`config.mk`:
```
export PLATFORM = sky130hd
export DESIGN_NAME = beat_phase_decoder
export DESIGN_NICKNAME = d
export VERILOG_FILES = /design/src/rtl/beat_phase_decoder.sv
export SDC_FILE = /design/constraint.sdc
export NUM_CORES = 1
export LEC_CHECK = 0
export ABC_CLOCK_PERIOD_IN_PS = 2100
export CAP_MARGIN = 10
export CORE_ASPECT_RATIO = 2
export CORE_UTILIZATION = 45
export DETAILED_ROUTE_END_ITERATION = 16
export GPL_TIMING_DRIVEN = 0
export PLACE_DENSITY_LB_ADDON = 0.05
export SYNTH_ARGS = -nofsm -noshare
export SYNTH_HDL_FRONTEND = slang
export SYNTH_SLANG_ARGS = --single-unit
```
`constraint.sdc`:
```
create_clock -name clk -period 2.1 [get_ports clk]
set_clock_uncertainty 0.1 [all_clocks]
set_input_delay 0.42 -clock clk [delete_from_list [all_inputs] [get_ports clk]]
set_output_delay 0.42 -clock clk [all_outputs]
set_load 0.01 [all_outputs]
```
`src/rtl/beat_phase_decoder.sv`:
```
// Consumer of the one-hot four-beat bus. Decodes (beat, instruction class) into
// registered datapath strobes. Optional macro BEAT_CHECK_EN enables the sticky beat_err flag.
module beat_phase_decoder #(
  parameter int CNT_W = 16
) (
  input  logic             clk,
  input  logic             rst,
  input  logic [3:0]       t,
  input  logic [1:0]       op,
  output logic             ir_load,
  output logic             pc_inc,
  output logic             reg_rd,
  output logic             alu_en,
  output logic             pc_load,
  output logic             mem_rd,
  output logic             mem_wr,
  output logic             wb_en,
  output logic             instr_done,
  output logic [CNT_W-1:0] instr_cnt,
  output logic [1:0]       phase,
  output logic             beat_err
);

  typedef enum logic {SYNC, RUN} state_t;

  state_t     state_reg;
  logic [3:0] exp_reg;   // held at 4'b0001 while in SYNC, so one compare covers both states
  logic [1:0] op_reg;

  logic       accept;
  logic       mismatch;
  logic [1:0] idx;

  always_comb begin
    accept   = (t == exp_reg);
    mismatch = (state_reg == RUN) && !accept;
    unique case (exp_reg)
      4'b0010: idx = 2'd1;
      4'b0100: idx = 2'd2;
      4'b1000: idx = 2'd3;
      default: idx = 2'd0;
    endcase
  end

  always_ff @(posedge clk) begin
    if (rst) begin
      state_reg  <= SYNC;
      exp_reg    <= 4'b0001;
      op_reg     <= 2'b00;
      ir_load    <= 1'b0;
      pc_inc     <= 1'b0;
      reg_rd     <= 1'b0;
      alu_en     <= 1'b0;
      pc_load    <= 1'b0;
      mem_rd     <= 1'b0;
      mem_wr     <= 1'b0;
      wb_en      <= 1'b0;
      instr_done <= 1'b0;
      instr_cnt  <= '0;
      phase      <= 2'd0;
    end else begin
      ir_load    <= 1'b0;
      pc_inc     <= 1'b0;
      reg_rd     <= 1'b0;
      alu_en     <= 1'b0;
      pc_load    <= 1'b0;
      mem_rd     <= 1'b0;
      mem_wr     <= 1'b0;
      wb_en      <= 1'b0;
      instr_done <= 1'b0;
      if (accept) begin
        state_reg <= RUN;
        phase     <= idx;
        exp_reg   <= {exp_reg[2:0], exp_reg[3]};
        unique case (idx)
          2'd0: begin
            ir_load <= 1'b1;
            pc_inc  <= 1'b1;
          end
          2'd1: begin
            reg_rd <= 1'b1;
            op_reg <= op;
          end
          2'd2: begin
            if (op_reg == 2'b11) pc_load <= 1'b1;
            else                 alu_en  <= 1'b1;
          end
          default: begin
            instr_done <= 1'b1;
            instr_cnt  <= instr_cnt + {{(CNT_W-1){1'b0}}, 1'b1};
            unique case (op_reg)
              2'b00: wb_en <= 1'b1;
              2'b01: begin
                mem_rd <= 1'b1;
                wb_en  <= 1'b1;
              end
              2'b10: mem_wr <= 1'b1;
              default: ;
            endcase
          end
        endcase
      end else if (mismatch) begin
        // A bad beat (even 0001) is never accepted here; the next 0001 restarts.
        state_reg <= SYNC;
        exp_reg   <= 4'b0001;
        phase     <= 2'd0;
      end
    end
  end

`ifdef BEAT_CHECK_EN
  always_ff @(posedge clk) begin
    if (rst)           beat_err <= 1'b0;
    else if (mismatch) beat_err <= 1'b1;
  end
`else
  assign beat_err = 1'b0;
`endif

endmodule
```
==> qor.csv, run 1 <==
metric;value;unit
status;finished clean;
CP top delay family;simple AND/OR/NAND/NOR gates;
DP HPWL;2420;um
Lkg Pwr;0.718;nW
per-cell routed wire length;14.2;um
P per Cell Area;570;nW/um^2
Worst-Margin Slew;0.521;ns
setup TNS;0;ns
Synth top area share;45.3;%
number of buffers added on ports;34;
Die Y;82.5;um
Area contributors post-synth;dfxtp_1 (45%), nor2_1 (4.1%), a21oi_1 (3.8%), xnor2_1 (3.6%), mux2i_1 (3.4%);
CP required;2.22;ns
CP Data Arrival Time;2.15;ns
Worst-path clk slew;0.06;ns
fin nets;210;
share of cells above drive strength 1;11.0;%
gpl congestion;0.745;
Synth Instances;156;
Area Overhead vs Synth;34.3;%
io pins;36;
H-tree levels;2;
Seq/Total Area, Yosys;45.3;%
worst ir drop on vdd;0.000512;V
cell total after placement;220;
top_reg_cell synth;dfxtp_1;
min-delay worst type;reg -> reg;
slowest CP cell;clkdlybuf4s50_1;
worst path buffer plus inverter count;2;
largest net degree at the start of global routing;11;
Routed WL;3260;um
Final Hold Fails;0;
hold slack final;0.375;ns
largest stage delay on the critical path;0.51;ns
drt first pass iters;4;
clk_lat worst skew;0.28;ns
critical-path maximum fanout;10;
clk sinks;33;
Starting Density;48.4;%
Diodes inserted;0;
fin area;1960;sq um
first-pass GRT wire length;5290;um
clk root buf;clkbuf_8;
Commonest cells post-synth;dfxtp_1 (33), nor2_1 (16), a21oi_1 (11);
Mapped Area;1460;sq um
Core Util, Final;65.0;%
die width;42.3;um
Synth cell types;38;
cell with the most instances after synthesis;dfxtp_1;
max-cap viol count;0;
Syn Area/Cell;9.35;sq um
Setup CP Type;in -> reg;
Synthesized Nets;165;
core area;3010;sq um
fin crit period;2.03;ns
FILL cells;257;
num rows;28;
DIE AREA;3490;sq um
worst setup slack after layout;0.0661;ns
CP startpoint kind;primary input;
grt ovf;0;
max-slew violations;0;
DRC;0;
Tcrit/Tclk final;96.9;%
FF+latch count, synth;33;
initial antenna violation count;0;
vias;1292;
number of global-route vias before repair;1264;
Placement Setup Slack;-0.476;ns
leading area contributor after synthesis;dfxtp_1;
initial drt markers;18;
vias per cell;5.62;
EDFF count, synth;0;
Num CTS Buffers;5;
final setup vio count;0;
Peak Freq;492;MHz
Total Power;1.12;mW
Cell Area, Placed;1840;sq um
worst rel slew slack;65.3;%
max FFs per register;16;
CTS tree;yes;
CP cell instances;clkdlybuf4s50_1 -> nor4bb_2 -> buf_4 -> nand4_4 -> or4_1 -> a21oi_2;
Non-Filler Instances;230;
Synth async-reset ratio;0;%
GRT Total Usage;20.1;%
Max clock buf depth;2;
Antenna Nets Post-Route;0;
Crit. End Element;flip-flop;
Yosys warning count;0;
## metal layers
metal	track usage [%]	vias to the layer above	wire length, um
met4	11.3	0	89
met1	18.1	615	1170
met5	0	-	0
met3	4.13	9	108
met2	40.0	30	1880
li1	-	638	-
## cell usage in the layout, fill, tap and decap left out, types with 2 or more instances in the layout
master	instances
nand4_1	6
or3_1	8
inv_1	2
a31oi_1	2
a21oi_1	10
clkbuf_1	3
xnor2_1	6
buf_4	7
o21ai_0	8
mux2i_1	5
dfxtp_1	33
nand3b_1	3
and4_1	3
nor4b_1	2
nand2_1	6
nor2b_1	3
clkdlybuf4s50_1	34
buf_2	2
nand2b_1	4
nand3_1	4
nor4bb_2	2
nor2_1	16
nand4_4	2
clkbuf_8	5
xor2_1	5
and2_1	3
## worst reg2reg max path, stage by stage, from the launching register on
cell,delay [ns]
dfxtp_1,0.29
buf_2,0.18
nor4bb_2,0.31
buf_4,0.21
nand4_4,0.13
or4_1,0.45
a21oi_2,0.14
## kinds of logic after synthesis
kind of cell / count (synthesis) / synth area share, %
AOI/OAI and AO/OA: 24 / 8.92
xor gates and xnor gates: 11 / 6.60
adders and majority gates: 1 / 0.857
buffers and inverters: 11 / 3.60
DFF: 33 / 45.3
muxes: 5 / 3.43
other: 1 / 0.257
and+or+nand+nor: 70 / 31.0
## repair_timing
action	CTS	global route
hold buffers	0	0
resized for setup	1	3
buffers inserted	2	2
pin swaps	1	1
setup endpoints to repair	11	8
## path summary, 6_finish.rpt
check | from | to | slack (ns) | depth (start not counted)
setup / recovery | t[3] | instr_cnt[15] | 0.07 | 6
hold reg to reg | op_reg[0] | mem_wr | 0.37 | 1
setup reg to reg | exp_reg[1] | instr_cnt[15] | 0.24 | 6
hold / removal | op_reg[0] | mem_wr | 0.37 | 1
## final cells by class
type / count / area [sq um] / area share [%]
Multi-Input combinational cell: 112 / 762 / 38.9
Sequential cell: 33 / 661 / 33.7
Timing Repair Buffer: 38 / 370 / 18.9
Clock buffer: 5 / 68.8 / 3.51
Buffer: 9 / 47.5 / 2.43
Tap cell: 30 / 37.5 / 1.92
Inverter: 2 / 7.51 / 0.383
Clock inverter: 1 / 5.00 / 0.255
## where the power goes
| group | switching [mW] | internal [mW] |
|---|---|---|
| Sequential | 0.00308 | 0.629 |
| Combinational | 0.0290 | 0.0296 |
| Clock | 0.210 | 0.217 |
Note: power is estimated with default switching activity, not from simulation.
==> inputs of run 2 (changes only) <==
CORE_UTILIZATION = 38   (was 45)
==> run 2 against run 1 <==
Compared with the run above: hold slack improved by 0.0046 ns; design area increased by 1.5%; critical path type unchanged; flip-flop and latch count unchanged; sequential power about the same; utilization decreased by 11 points; worst setup slack improved by 0.035 ns; register-to-register slack improved by 0.02 ns; die area increased by 18%; clock-buffer cell count increased by 1; non-clock buffer count unchanged.
==> qor.csv, run 2 (synthesis results as in run 1) <==
metric;value;unit
critical-path maximum fanout;10;
RSZ-0062 raised after global routing;false;
status;finished clean;
io pins;36;
fin crit period;2.00;ns
Placement Setup Slack;-0.436;ns
Non-Filler Instances;251;
Core Util, Final;54.5;%
CP required;2.22;ns
Total Power;1.14;mW
DRC;0;
gpl congestion;0.727;
Antenna Nets Post-Route;0;
clk_lat worst skew;0.28;ns
worst setup slack after layout;0.101;ns
Peak Freq;500;MHz
CP startpoint kind;primary input;
max-slew violations;0;
Die Y;89.6;um
cells on worst reg2reg path;6;
die width;45.8;um
Starting Density;40.0;%
vias per cell;5.06;
number of buffers added on ports;34;
hold slack final;0.380;ns
per-cell routed wire length;12.8;um
cell total after placement;239;
grt ovf;0;
num rows;31;
max-cap viol count;0;
H-tree levels;2;
fin nets;210;
Routed WL;3220;um
DP HPWL;2420;um
core area;3650;sq um
first-pass GRT wire length;4930;um
Diodes inserted;0;
P per Cell Area;576;nW/um^2
DIE AREA;4110;sq um
Hold Path Stages;1;
largest net degree at the start of global routing;11;
vias;1270;
Num CTS Buffers;5;
GRT Total Usage;16.9;%
Final Hold Fails;0;
CTS tree;yes;
worst ir drop on vdd;0.000454;V
Worst-path clk slew;0.07;ns
Area Overhead vs Synth;36.3;%
Max clock buf depth;2;
Crit. End Element;flip-flop;
Tcrit/Tclk final;95.2;%
share of cells above drive strength 1;10.9;%
most frequent cells in the layout;clkdlybuf4s50_1 (34), dfxtp_1 (33), nor2_1 (16);
CP Data Arrival Time;2.11;ns
Setup CP Type;in -> reg;
FILL cells;368;
final setup vio count;0;
clk sinks;33;
Worst-Margin Slew;0.513;ns
clk root buf;clkbuf_8;
worst rel slew slack;65.8;%
initial drt markers;23;
initial antenna violation count;0;
min-delay worst type;reg -> reg;
drt first pass iters;4;
Lkg Pwr;0.724;nW
commonest non-fill, non-tap cell in the layout;clkdlybuf4s50_1;
max FFs per register;16;
number of global-route vias before repair;1154;
-- run 2: final timing paths --
kind | start | endpoint | slack [ns]
worst max-delay path | t[3] | instr_cnt[15] | 0.10
worst min-delay path | op_reg[0] | mem_wr | 0.38
worst max register to register | exp_reg[1] | instr_cnt[15] | 0.26
worst min register to register | op_reg[0] | mem_wr | 0.38
-- run 2: cell type report --
class                           count  area (sq um)  share of cell area [%]
Buffer                              9          47.5                    2.39
Clock inverter                      2          10.0                   0.503
Tap cell                           49          61.3                    3.08
Multi-Input combinational cell    112           758                    38.1
Clock buffer                        6          72.6                    3.65
Timing Repair Buffer               38           370                    18.6
Inverter                            2          7.51                   0.378
Sequential cell                    33           661                    33.2
-- run 2: layer usage --
metal  GRT usage (%)  wire [um]  vias up
li1                -          -      642
met1            15.1       1140      596
met2            32.1       1900       24
met3            4.40        113        8
met4            9.09         65        0
met5               0          0        -
-- run 2: timing repair --
item                                    in CTS  in global routing
setup buffers                                2                  2
hold buffers                                 0                  0
endpoints found under the setup margin       9                 11
pin swaps                                    1                  0
resized for setup                            0                  4
-- run 2: where the power goes --
group | internal, mW | switching, mW | leakage, nW
Sequential | 0.628 | 0.00318 | 0.266
Clock | 0.229 | 0.226 | 0.0450
Combinational | 0.0296 | 0.0282 | 0.413
Total | 0.887 | 0.257 | 0.724
-- run 2: per-stage QoR --
stage	setup TNS [ns]	instance area (sq um)
final	0	1990
after global routing	0	1990
after CTS	0	1960
after detailed placement	-5.97	1860
after global placement	-5.15	1860
after floorplan	0	1460
-- run 2: critical path, stage by stage --
cell             delay (ns)
clkdlybuf4s50_1        0.49
nor4bb_2               0.28
buf_4                  0.19
nand4_4                0.16
or4_1                  0.43
a21oi_1                0.15
